$ cat config.mk
export PLATFORM = sky130hd
export DESIGN_NAME = jtag_tap_core_flat
export DESIGN_NICKNAME = d
export VERILOG_FILES = /design/src/rtl/jtag_pkg.sv /design/src/rtl/jtag_tap_core_if.sv /design/src/rtl/jtag_tap_fsm.sv /design/src/rtl/jtag_tap_core.sv /design/src/flat_wrapper.sv
export SDC_FILE = /design/constraint.sdc
export NUM_CORES = 1
export LEC_CHECK = 0
export CORE_ASPECT_RATIO = 1.25
export CORE_UTILIZATION = 56
export DETAILED_ROUTE_END_ITERATION = 8
export HOLD_SLACK_MARGIN = 0.1
export PLACE_DENSITY_LB_ADDON = 0.25
export SLEW_MARGIN = 40
export SYNTH_ARGS = -nofsm -noshare
export SYNTH_HDL_FRONTEND = slang
export SYNTH_SLANG_ARGS = --single-unit
$ cat constraint.sdc
create_clock -name TCK -period 1.5 [get_ports TCK]
set_input_delay 0.3 -clock TCK [delete_from_list [all_inputs] [get_ports TCK]]
set_output_delay 0.3 -clock TCK [all_outputs]
set_load 0.02 [all_outputs]
$ cat src/rtl/jtag_pkg.sv
// Shared TAP definitions: controller state encodings, instruction codes and
// the IR capture pattern used by the TAP core and its FSM.
package jtag_pkg;

  typedef enum logic [3:0] {
    ST_TLR    = 4'hF,
    ST_RTI    = 4'hC,
    ST_SEL_DR = 4'h7,
    ST_CAP_DR = 4'h6,
    ST_SH_DR  = 4'h2,
    ST_EX1_DR = 4'h1,
    ST_PAU_DR = 4'h3,
    ST_EX2_DR = 4'h0,
    ST_UPD_DR = 4'h5,
    ST_SEL_IR = 4'h4,
    ST_CAP_IR = 4'hE,
    ST_SH_IR  = 4'hA,
    ST_EX1_IR = 4'h9,
    ST_PAU_IR = 4'hB,
    ST_EX2_IR = 4'h8,
    ST_UPD_IR = 4'hD
  } tap_state_e;

  // Which data register the current instruction places between TDI and TDO
  typedef enum logic [1:0] {
    DR_BYPASS,
    DR_IDCODE,
    DR_USER
  } dr_sel_e;

  // Instruction constants at the maximum IR width; the core truncates them
  localparam logic [7:0] IR_BYPASS    = 8'hFF;
  localparam logic [7:0] IR_IDCODE    = 8'h01;
  localparam logic [7:0] IR_USER_BASE = 8'h02;
  localparam logic [7:0] IR_CAPTURE   = 8'h01;

endpackage

$ cat src/rtl/jtag_tap_core_if.sv
// Pin bundle of the TAP core: serial scan pins, user-DR hooks and status.
interface jtag_tap_core_if #(
  parameter int unsigned IR_W    = 4,
  parameter int unsigned NUM_UDR = 2
);

  logic               TMS;
  logic               TDI;
  logic               TDO;
  logic               TDO_EN;
  logic [NUM_UDR-1:0] UDR_TDO;
  logic [NUM_UDR-1:0] UDR_SEL;
  logic               CAPTUREDR;
  logic               SHIFTDR;
  logic               UPDATEDR;
  logic [IR_W-1:0]    IR_OUT;
  logic               TLR;

  // Board / test side driving the TAP
  modport master (
    output TMS, TDI, UDR_TDO,
    input  TDO, TDO_EN, UDR_SEL, CAPTUREDR, SHIFTDR, UPDATEDR, IR_OUT, TLR
  );

  // TAP core side
  modport slave (
    input  TMS, TDI, UDR_TDO,
    output TDO, TDO_EN, UDR_SEL, CAPTUREDR, SHIFTDR, UPDATEDR, IR_OUT, TLR
  );

endinterface

$ cat src/rtl/jtag_tap_fsm.sv
// IEEE 1149.1 TAP controller: 16-state machine stepped by TMS on posedge TCK.
module jtag_tap_fsm
  import jtag_pkg::*;
(
  input  logic       TCK,
  input  logic       TRST,
  input  logic       TMS,
  output tap_state_e state
);

  tap_state_e state_q, state_d;

  // State register with synchronous TRST
  always_ff @(posedge TCK) begin
    if (TRST) state_q <= ST_TLR;
    else      state_q <= state_d;
  end

  // Standard TMS-driven transitions
  always_comb begin
    state_d = state_q;
    case (state_q)
      ST_TLR:    state_d = TMS ? ST_TLR    : ST_RTI;
      ST_RTI:    state_d = TMS ? ST_SEL_DR : ST_RTI;
      ST_SEL_DR: state_d = TMS ? ST_SEL_IR : ST_CAP_DR;
      ST_CAP_DR: state_d = TMS ? ST_EX1_DR : ST_SH_DR;
      ST_SH_DR:  state_d = TMS ? ST_EX1_DR : ST_SH_DR;
      ST_EX1_DR: state_d = TMS ? ST_UPD_DR : ST_PAU_DR;
      ST_PAU_DR: state_d = TMS ? ST_EX2_DR : ST_PAU_DR;
      ST_EX2_DR: state_d = TMS ? ST_UPD_DR : ST_SH_DR;
      ST_UPD_DR: state_d = TMS ? ST_SEL_DR : ST_RTI;
      ST_SEL_IR: state_d = TMS ? ST_TLR    : ST_CAP_IR;
      ST_CAP_IR: state_d = TMS ? ST_EX1_IR : ST_SH_IR;
      ST_SH_IR:  state_d = TMS ? ST_EX1_IR : ST_SH_IR;
      ST_EX1_IR: state_d = TMS ? ST_UPD_IR : ST_PAU_IR;
      ST_PAU_IR: state_d = TMS ? ST_EX2_IR : ST_PAU_IR;
      ST_EX2_IR: state_d = TMS ? ST_UPD_IR : ST_SH_IR;
      ST_UPD_IR: state_d = TMS ? ST_SEL_DR : ST_RTI;
      default:   state_d = ST_TLR;
    endcase
  end

  // Present the registered state
  always_comb begin
    state = state_q;
  end

endmodule

$ cat src/rtl/jtag_tap_core.sv
// JTAG TAP core: instruction register, BYPASS/IDCODE data registers, user-DR
// routing and the negedge-launched TDO path around the jtag_tap_fsm controller.
module jtag_tap_core
  import jtag_pkg::*;
#(
  parameter int unsigned IR_W       = 4,
  parameter logic [31:0] IDCODE_VAL = 32'h1000_0001,
  parameter int unsigned NUM_UDR    = 2
) (
  input  logic TCK,
  input  logic TRST,
  jtag_tap_core_if.slave jif
);

  localparam logic [IR_W-1:0] IR_BYP = IR_BYPASS[IR_W-1:0];
  localparam logic [IR_W-1:0] IR_ID  = IR_IDCODE[IR_W-1:0];
  localparam logic [IR_W-1:0] IR_CAP = IR_CAPTURE[IR_W-1:0];
  localparam logic [31:0]     ID_VAL = IDCODE_VAL | 32'h0000_0001;

  tap_state_e state;

  logic [IR_W-1:0]    ir_sr_q, ir_sr_d;
  logic [IR_W-1:0]    ir_q, ir_d;
  logic [IR_W-1:0]    ir_eff;
  logic               dr_byp_q, dr_byp_d;
  logic [31:0]        dr_id_q, dr_id_d;
  logic               tdo_q, tdo_d;
  logic               tdo_en_q, tdo_en_d;
  dr_sel_e            dr_sel;
  logic [NUM_UDR-1:0] udr_sel;

  jtag_tap_fsm u_fsm (
    .TCK   (TCK),
    .TRST  (TRST),
    .TMS   (jif.TMS),
    .state (state)
  );

  // Instruction decode; while in TLR the instruction already reads as IDCODE
  // so it takes effect the moment TLR is entered, before ir_q is rewritten.
  always_comb begin
    ir_eff  = (state == ST_TLR) ? IR_ID : ir_q;
    dr_sel  = DR_BYPASS;
    udr_sel = '0;
    if (ir_eff == IR_BYP) begin
      dr_sel = DR_BYPASS;
    end else if (ir_eff == IR_ID) begin
      dr_sel = DR_IDCODE;
    end else begin
      for (int unsigned k = 0; k < NUM_UDR; k++) begin
        if (32'(ir_eff) == 32'(IR_USER_BASE) + k) begin
          udr_sel[k] = 1'b1;
          dr_sel     = DR_USER;
        end
      end
    end
  end

  // IR shift register and latched instruction next-state
  always_comb begin
    ir_sr_d = ir_sr_q;
    ir_d    = ir_q;
    case (state)
      ST_TLR:    ir_d    = IR_ID;
      ST_CAP_IR: ir_sr_d = IR_CAP;
      ST_SH_IR:  ir_sr_d = {jif.TDI, ir_sr_q[IR_W-1:1]};
      ST_UPD_IR: ir_d    = ir_sr_q;
      default:   ;
    endcase
  end

  // BYPASS / IDCODE capture and shift; pause states fall through and hold
  always_comb begin
    dr_byp_d = dr_byp_q;
    dr_id_d  = dr_id_q;
    if (state == ST_CAP_DR) begin
      case (dr_sel)
        DR_BYPASS: dr_byp_d = 1'b0;
        DR_IDCODE: dr_id_d  = ID_VAL;
        default:   ;
      endcase
    end else if (state == ST_SH_DR) begin
      case (dr_sel)
        DR_BYPASS: dr_byp_d = jif.TDI;
        DR_IDCODE: dr_id_d  = {jif.TDI, dr_id_q[31:1]};
        default:   ;
      endcase
    end
  end

  // IR/DR registers with synchronous TRST
  always_ff @(posedge TCK) begin
    if (TRST) begin
      ir_sr_q  <= IR_CAP;
      ir_q     <= IR_ID;
      dr_byp_q <= 1'b0;
      dr_id_q  <= '0;
    end else begin
      ir_sr_q  <= ir_sr_d;
      ir_q     <= ir_d;
      dr_byp_q <= dr_byp_d;
      dr_id_q  <= dr_id_d;
    end
  end

  // Serial output source: only the two shift states drive data
  always_comb begin
    tdo_d    = 1'b0;
    tdo_en_d = 1'b0;
    if (state == ST_SH_IR) begin
      tdo_d    = ir_sr_q[0];
      tdo_en_d = 1'b1;
    end else if (state == ST_SH_DR) begin
      tdo_en_d = 1'b1;
      case (dr_sel)
        DR_BYPASS: tdo_d = dr_byp_q;
        DR_IDCODE: tdo_d = dr_id_q[0];
        DR_USER:   tdo_d = |(udr_sel & jif.UDR_TDO);
        default:   tdo_d = 1'b0;
      endcase
    end
  end

  // TDO launch on the falling edge, half a cycle ahead of the capturing edge
  always_ff @(negedge TCK) begin
    if (TRST) begin
      tdo_q    <= 1'b0;
      tdo_en_q <= 1'b0;
    end else begin
      tdo_q    <= tdo_d;
      tdo_en_q <= tdo_en_d;
    end
  end

  // Output pins
  always_comb begin
    jif.TDO       = tdo_q;
    jif.TDO_EN    = tdo_en_q;
    jif.UDR_SEL   = udr_sel;
    jif.CAPTUREDR = (state == ST_CAP_DR) && (|udr_sel);
    jif.SHIFTDR   = (state == ST_SH_DR)  && (|udr_sel);
    jif.UPDATEDR  = (state == ST_UPD_DR) && (|udr_sel);
    jif.IR_OUT    = ir_eff;
    jif.TLR       = (state == ST_TLR);
  end

endmodule

$ cat src/flat_wrapper.sv
// flat-port wrapper written by rule: the top's interface ports become plain ports
module jtag_tap_core_flat import jtag_pkg::*;
#(
  parameter int unsigned IR_W       = 4,
  parameter logic [31:0] IDCODE_VAL = 32'h1000_0001,
  parameter int unsigned NUM_UDR    = 2
)
  (TCK, TRST, jif_TMS, jif_TDI, jif_UDR_TDO, jif_TDO, jif_TDO_EN, jif_UDR_SEL, jif_CAPTUREDR, jif_SHIFTDR, jif_UPDATEDR, jif_IR_OUT, jif_TLR);
  jtag_tap_core_if #(.IR_W(IR_W), .NUM_UDR(NUM_UDR)) jif_i ();
  input  logic TCK;
  input  logic TRST;
  input wire logic [$bits(jif_i.TMS)-1:0] jif_TMS;
  input wire logic [$bits(jif_i.TDI)-1:0] jif_TDI;
  input wire logic [$bits(jif_i.UDR_TDO)-1:0] jif_UDR_TDO;
  output wire logic [$bits(jif_i.TDO)-1:0] jif_TDO;
  output wire logic [$bits(jif_i.TDO_EN)-1:0] jif_TDO_EN;
  output wire logic [$bits(jif_i.UDR_SEL)-1:0] jif_UDR_SEL;
  output wire logic [$bits(jif_i.CAPTUREDR)-1:0] jif_CAPTUREDR;
  output wire logic [$bits(jif_i.SHIFTDR)-1:0] jif_SHIFTDR;
  output wire logic [$bits(jif_i.UPDATEDR)-1:0] jif_UPDATEDR;
  output wire logic [$bits(jif_i.IR_OUT)-1:0] jif_IR_OUT;
  output wire logic [$bits(jif_i.TLR)-1:0] jif_TLR;
  assign jif_i.TMS = jif_TMS;
  assign jif_i.TDI = jif_TDI;
  assign jif_i.UDR_TDO = jif_UDR_TDO;
  assign jif_TDO = jif_i.TDO;
  assign jif_TDO_EN = jif_i.TDO_EN;
  assign jif_UDR_SEL = jif_i.UDR_SEL;
  assign jif_CAPTUREDR = jif_i.CAPTUREDR;
  assign jif_SHIFTDR = jif_i.SHIFTDR;
  assign jif_UPDATEDR = jif_i.UPDATEDR;
  assign jif_IR_OUT = jif_i.IR_OUT;
  assign jif_TLR = jif_i.TLR;
  jtag_tap_core #(.IR_W(IR_W), .IDCODE_VAL(IDCODE_VAL), .NUM_UDR(NUM_UDR)) u_core (.TCK(TCK), .TRST(TRST), .jif(jif_i));
endmodule
* Word-level counts from Yosys, hierarchy flattened
Index checks and enable logic that the tools add are counted.
** Word-level totals
- Register bits :: 47
- Input port bits :: 6
- Logic and storage cells :: 85
** Operators by class
- Eq/ne operators :: 25
- Multiplexer cells :: 37
- Bitwise operators :: 1
- Reductions and logical operators :: 15
** Operator list (number)
- 2-to-1 mux 32 bit :: 4
- one-hot mux 4 bit (12 select lines) :: 1
- == test 4 bit (second input constant) :: 9
- 2-to-1 mux 2 bit :: 12
- == test 4 x 2 -> 1 bit (second input constant) :: 4
- == test 4 x 3 -> 1 bit (second input constant) :: 4
- one-hot mux 4 bit (2 select lines) :: 2
- 2-to-1 mux 3 bit :: 4
- 2-to-1 mux 1 bit :: 11
- == test 4 x 1 -> 1 bit (second input constant) :: 2
- 2-to-1 mux 4 bit :: 2
- inequality test 2 bit (second input constant) :: 4
- OR reduction 2 bit :: 4
- AND reduction 3 bit :: 2
- nonzero test 2 bit :: 3
- zero test 4 bit :: 1
- logical AND 1 bit :: 3
- one-hot mux 1 bit (3 select lines) :: 1
- OR reduction 3 bit :: 1
- AND 2 bit :: 1
- == test 2 x 1 -> 1 bit (second input constant) :: 1
- == test 2 bit (second input constant) :: 1
- zero test 2 bit :: 1

* Depth between registers and ports, before layout
Gate-level depths: netlist of run 1.
- Depth in word-level cells :: 11
- Gate-level depth with buffers :: 7
- Depth with buffers taken out :: 4

* Modules after synthesis
A second synthesis of run 1 with hierarchy kept.
** Unflattened totals
- Cell total of the unflattened synthesis :: 238
- Area total of the unflattened synthesis :: 2009.4 um2
** Modules (own cells, without submodules)
- jtag_tap_core :: instances 1, cells an instance 216, area each 1819.2 um2, sequential area each 860.8 um2
- jtag_tap_fsm :: instances 1, cells an instance 22, area each 190.2 um2, sequential area each 80.1 um2

==> results.py, run 1 <==
metrics = {
    "outcome": {
        "status": "finished, violations left",
        "failed_checks": "negative setup slack",
    },
    "synth": {
        "postSynthCellCount": 245,
        "ys_seq_elements": 47,
        "ys_seq_area_share_pct": 46.05,
        "synth_area_per_cell_sq_um": 8.340,
        "ys_types": 35,
        "async_flop_share_pct": 0,
        "synth_area_sq_mm": 0.002043,
        "synth_edf_count": 0,
        "yosys_warnings": 0,
        "synth_nets": 251,
        "synth_flop_cell": "dfxtp_1",
    },
    "hold_path": {
        "min_path_type": "reg2reg",
    },
    "timing": {
        "fin_ws_ns": -0.5119,
        "holdWs_ns": 0.4573,
        "setup_viol": 47,
        "drv_slew": 0,
        "rsz0062_at_grt": "yes",
        "fin_skew_ns": 0.06334,
        "hold_viol_final": 0,
        "slew_headroom_pct": 63.97,
        "tightest_slew_ns": 0.5404,
    },
    "clock_tree": {
        "cts_hold_buf": 0,
        "numCtsBuffers": 5,
        "htreeDepth": 2,
        "cts_root_buf": "clkbuf_8",
        "cts_tree": "built",
        "cts_buffer_depth": 2,
        "insertion_delay_ns": 0.36,
        "clock_sinks": 47,
        "clk_pin_slew_ns": 0.09,
    },
    "power_and_ir_drop": {
        "p_per_area_mw_per_mm2": 922.8,
        "ir_drop_v": 0.0008523,
        "p_leak_nw": 1.129,
        "power.total_mw": 2.616,
    },
    "route": {
        "firstDrtPassIters": 5,
        "drt_iter0_markers": 144,
        "antenna_left": 0,
        "vias_per_cell": 6.006,
        "wl_per_cell_um": 17.53,
        "dr_total_vias": 1994,
        "drt_wl_total_um": 5820,
        "drc": 0,
    },
    "critical_path": {
        "arrival_ns": 1.54,
        "start_kind": "register",
        "crit_fanout": 4,
        "required_ns": 1.03,
        "cp-end-kind": "register",
        "path_class": "reg2reg",
    },
    "cells_and_area": {
        "final_cell_mix": "dfxtp_1 (43), nand2_1 (38), buf_4 (33)",
        "fin_area_sq_mm": 0.002835,
        "fillCellCount": 209,
        "multi_input_area_sq_mm": 0.001135,
        "syn_to_final_growth_pct": 38.76,
        "final_nets": 298,
        "stdcell_count": 332,
        "layout_commonest_cell": "dfxtp_1",
        "regArea_sq_um": 950.9,
        "drive_gt1_share_pct": 33.45,
        "diodes": 0,
    },
    "grt": {
        "grt.overflow.total": 0,
        "grt_max_degree": 46,
        "antenna_found_initial": 0,
        "track_usage_pct": 28.14,
        "grt_pass1_vias": 1804,
        "grt_pass1_wl_um": 8521,
    },
    "place": {
        "dp_cells": 309,
        "dp_slack_ns": -0.5425,
        "dpl_cell_area_sq_mm": 0.002422,
        "hpwl_um": 2748,
        "finalWeightedCongestion": 0.8325,
        "io_buffers": 17,
    },
    "die": {
        "dieHeight_um": 69.54,
        "die_w_um": 56.03,
        "pin_count": 18,
        "rows": 24,
        "die_area_sq_mm": 0.003896,
        "fp.coreArea_sq_mm": 0.003483,
        "start_util_pct": 58.66,
    },
    "job": {
        "maxCapViolations": 0,
    },
}
-- registers in the layout, summed over array words and instances, names as in the netlist --
register            flops
u_core.dr_id_q         32
u_core.jif.TDO_EN       1
u_core.ir_q             4
u_core.dr_byp_q         1
u_core.u_fsm.state      4
u_core.ir_sr_q          4
u_core.jif.TDO          1
-- cells by family (layout without fill, tap and decap cells) --
group / count (synthesis) / in the layout / synth area share [%]
flops: 47 / 47 / 46.05
compound gates: 56 / 56 / 15.00
mux: 2 / 2 / 0.9798
simple gates: 114 / 114 / 31.78
buf+inv: 26 / 74 / 6.185
-- metal layers --
layer	share of wire (%)	global-route usage, %
met1	37	34.01
met2	54	46.83
met4	4.0	16.26
met5	0	0
met3	4.9	4.478
-- report_power, final --
part           switching (mW)  internal, mW  leakage [nW]  total, mW
Sequential             0.0157          1.26         0.382       1.28
Clock                   0.463         0.419        0.0636      0.882
Combinational           0.245         0.212         0.683      0.457
Total                   0.724          1.89          1.13       2.62
-- synthesized netlist by cell type, types with 2 or more instances --
library cell / n / area (sq um)
dfxtp_1: 47 / 940.9
nor2_1: 10 / 37.54
buf_2: 2 / 10.01
clkbuf_1: 14 / 52.55
nand2b_1: 2 / 12.51
nor3_1: 6 / 30.03
a211o_1: 2 / 17.52
mux2i_1: 2 / 20.02
a31oi_1: 2 / 12.51
nor2b_1: 3 / 18.77
o21bai_1: 3 / 22.52
buf_6: 3 / 33.78
nand4b_1: 2 / 17.52
nor3b_1: 5 / 37.54
nand3b_1: 29 / 217.7
nand3_1: 3 / 15.01
inv_1: 5 / 18.77
nand2_1: 41 / 153.9
o21ai_0: 4 / 20.02
a21oi_1: 41 / 205.2
nor3_2: 2 / 20.02
and2_1: 4 / 25.02
-- metrics by stage --
step                      util (%)  TNS, ns
final                        81.39   -10.25
after global routing         81.39   -13.20
after detailed placement     69.54   -7.755
after global placement       69.54   -7.119
after CTS                    78.74   -6.855
after floorplan                  -  -0.7222
-- cell type report --
class	count	area share, %
clock buffers	5	2.427
multi-input cells	172	40.03
well taps	39	1.721
repair buffers	60	20.30
clock inverters	5	1.456
inverters	4	0.5296
flip-flops and latches	47	33.54
-- critical path, stage by stage (launching register included) --
cell and delay [ns]:
dfxtp_4 0.37, buf_6 0.13, nor4b_4 0.36, a21oi_2 0.09, o31a_1 0.14, a21oi_1 0.15
-- what timing repair did --
| item | 4_1_cts | 5_1_grt |
|---|---|---|
| gates cloned | 3 | 1 |
| endpoints found under the setup margin | 46 | 50 |
| pin swaps | 20 | 18 |
| gates resized for setup | 60 | 32 |
| buffers inserted | 9 | 5 |
-- final timing paths --
path / from / end / slack (ns) / depth (start not counted)
setup / recovery: u_core.ir_q[2]$_SDFFE_PP0P_ / u_core.jif.TDO$_SDFF_NP0_ / -0.51 / 5
hold / removal: u_core.dr_id_q[18]$_SDFFE_PP0P_ / u_core.dr_id_q[18]$_SDFFE_PP0P_ / 0.46 / 2
setup reg to reg: u_core.ir_q[2]$_SDFFE_PP0P_ / u_core.jif.TDO$_SDFF_NP0_ / -0.51 / 5
hold reg to reg: u_core.dr_id_q[18]$_SDFFE_PP0P_ / u_core.dr_id_q[18]$_SDFFE_PP0P_ / 0.46 / 2
Power figures use the tool's default switching activity.
==> run 2: changes to the inputs <==
--- a/config.mk
+++ b/config.mk
@@ -10,6 +10,7 @@
 export DETAILED_ROUTE_END_ITERATION = 8
 export HOLD_SLACK_MARGIN = 0.1
 export PLACE_DENSITY_LB_ADDON = 0.25
+export SKIP_LAST_GASP = 1
 export SLEW_MARGIN = 40
 export SYNTH_ARGS = -nofsm -noshare
 export SYNTH_HDL_FRONTEND = slang
==> run 2 against run 1 <==
The run still ends with negative setup slack left. Critical path depth unchanged. Via count stayed put. Clock skew rose by 0.021 ns. Final cell count is 0.30% lower.
==> results.py, run 2 (synthesis gave the netlist of run 1 again) <==
metrics = {
    "outcome": {
        "status": "finished, violations left",
        "failed_checks": "negative setup slack",
    },
    "place": {
        "dp_cells": 309,
        "io_buffers": 17,
        "dpl_cell_area_sq_mm": 0.002422,
        "finalWeightedCongestion": 0.8325,
        "hpwl_um": 2748,
    },
    "cells_and_area": {
        "stdcell_count": 331,
        "final_nets": 297,
        "layout_commonest_cell": "dfxtp_1",
        "diodes": 0,
        "syn_to_final_growth_pct": 38.40,
        "largest_register": "u_core.dr_id_q",
        "drive_gt1_share_pct": 33.56,
        "fin_area_sq_mm": 0.002828,
        "largest_reg_flops": 32,
        "final_cell_mix": "dfxtp_1 (42), nand2_1 (38), buf_4 (32)",
    },
    "die": {
        "pin_count": 18,
        "dieHeight_um": 69.54,
        "die_area_sq_mm": 0.003896,
        "die_w_um": 56.03,
        "rows": 24,
        "fp.coreArea_sq_mm": 0.003483,
        "start_util_pct": 58.66,
    },
    "grt": {
        "met2_usage_pct": 47.75,
        "grt.overflow.total": 0,
        "track_usage_pct": 28.13,
        "grt_pass1_wl_um": 8493,
        "grt.met3_usage_pct": 4.478,
        "grt-busiest-layer": "met2",
        "grt_pass1_vias": 1786,
        "antenna_found_initial": 0,
        "use_met1_pct": 32.89,
        "grt_max_degree": 46,
    },
    "clock_tree": {
        "cts_tree": "built",
        "cts_buffer_depth": 2,
        "htreeDepth": 2,
        "clk_pin_slew_ns": 0.10,
        "clock_sinks": 47,
        "numCtsBuffers": 5,
        "insertion_delay_ns": 0.39,
        "cts_root_buf": "clkbuf_8",
    },
    "critical_path": {
        "r2r_slack_ns": -0.48,
        "r2r_end": "u_core.jif.TDO$_SDFF_NP0_",
        "crit_fanout": 3,
        "cp-end-kind": "register",
        "required_ns": 1.07,
        "start_kind": "register",
        "path_class": "reg2reg",
        "arrival_ns": 1.55,
        "worst_r2r_path_depth": 5,
        "crit_start": "u_core.ir_q[1]$_SDFFE_PP0P_",
        "r2r-start": "u_core.ir_q[1]$_SDFFE_PP0P_",
    },
    "power_and_ir_drop": {
        "p_leak_nw": 1.116,
        "p_per_area_mw_per_mm2": 932.1,
        "ir_drop_v": 0.0009084,
    },
    "timing": {
        "holdWs_ns": 0.4599,
        "rsz0062_at_grt": "yes",
        "tightest_slew_ns": 0.5437,
        "fin_ws_ns": -0.4824,
        "fin_skew_ns": 0.08428,
        "setup_viol": 47,
        "finalSetupTns_ns": -10.07,
        "slew_headroom_pct": 63.76,
        "hold_viol_final": 0,
        "drv_slew": 0,
    },
    "route": {
        "antenna_left": 0,
        "drt_wl_total_um": 6079,
        "drt_iter0_markers": 132,
        "drc": 0,
        "dr_total_vias": 1994,
        "wl_per_cell_um": 18.37,
        "firstDrtPassIters": 4,
        "vias_per_cell": 6.024,
    },
    "hold_path": {
        "min_delay_path_depth": 2,
        "worstHoldStart": "u_core.dr_id_q[6]$_SDFFE_PP0P_",
        "min_path_type": "reg2reg",
        "min_to": "u_core.dr_id_q[6]$_SDFFE_PP0P_",
    },
    "job": {
        "maxCapViolations": 0,
    },
}
run 2: changes by cell type in the layout (fill, tap and decap cells not counted), sizes merged:
cell         delta
clkbuf          +2
buf             -2
dlygate4sd2     -1
run 2: worst max path at each step:
| stage | cells past startpoint | slack [ns] | end |
|---|---|---|---|
| global placement | 5 | -0.52 | u_core.jif.TDO$_SDFF_NP0_ |
| CTS | 4 | -0.41 | u_core.jif.TDO$_SDFF_NP0_ |
| detailed placement | 5 | -0.54 | u_core.jif.TDO$_SDFF_NP0_ |
| finish | 5 | -0.48 | u_core.jif.TDO$_SDFF_NP0_ |
| floorplan | 4 | -0.40 | u_core.jif.TDO$_SDFF_NP0_ |
| global route | 5 | -0.48 | u_core.jif.TDO$_SDFF_NP0_ |
run 2: metal layers:
| metal | share of wire, % | vias up |
|---|---|---|
| met1 | 38 | 957 |
| met3 | 4.7 | 23 |
| met4 | 3.6 | 0 |
| met5 | 0 | - |
| li1 | - | 931 |
| met2 | 54 | 83 |
run 2: per-stage QoR:
stage          util [%]  setup slack (ns)  total power [mW]
2_1_floorplan         -           -0.3980             1.550
3_3_place_gp      69.54           -0.5157             1.684
3_5_place_dp      69.54           -0.5425             1.686
4_1_cts           78.66           -0.4132             2.565
5_1_grt           81.18           -0.4844             2.737
6_report          81.18           -0.4824             2.636
run 2: what timing repair did:
action | in CTS | in global routing
cloned | 3 | 1
setup buffers | 9 | 4
endpoints found under the setup margin | 46 | 50
pin swaps | 20 | 22
hold buffers | 0 | 0
resized for setup | 55 | 39
endpoints found under the hold margin | 0 | 0
run 2: final cells by class:
| type | instances | area [sq um] |
|---|---|---|
| repair buffers | 59 | 564.3 |
| clock inverters | 5 | 41.29 |
| multi-input cells | 172 | 1137 |
| clock buffers | 5 | 68.82 |
| fillers | 207 | 655.6 |
| well taps | 39 | 48.80 |
| inverters | 4 | 15.01 |
| flip-flops and latches | 47 | 952.2 |
run 2: power breakdown:
group          switching (mW)  total (mW)  leakage [nW]  internal [mW]
combinational           0.255       0.470         0.670          0.216
clock                   0.469       0.888        0.0636          0.419
sequential             0.0158        1.28         0.382           1.26
run 2: critical path: stages, from the launching register on:
cell	delay, ns
dfxtp_4	0.38
buf_12	0.13
nor4b_4	0.34
a21oi_2	0.11
o31a_1	0.14
a21oi_1	0.15
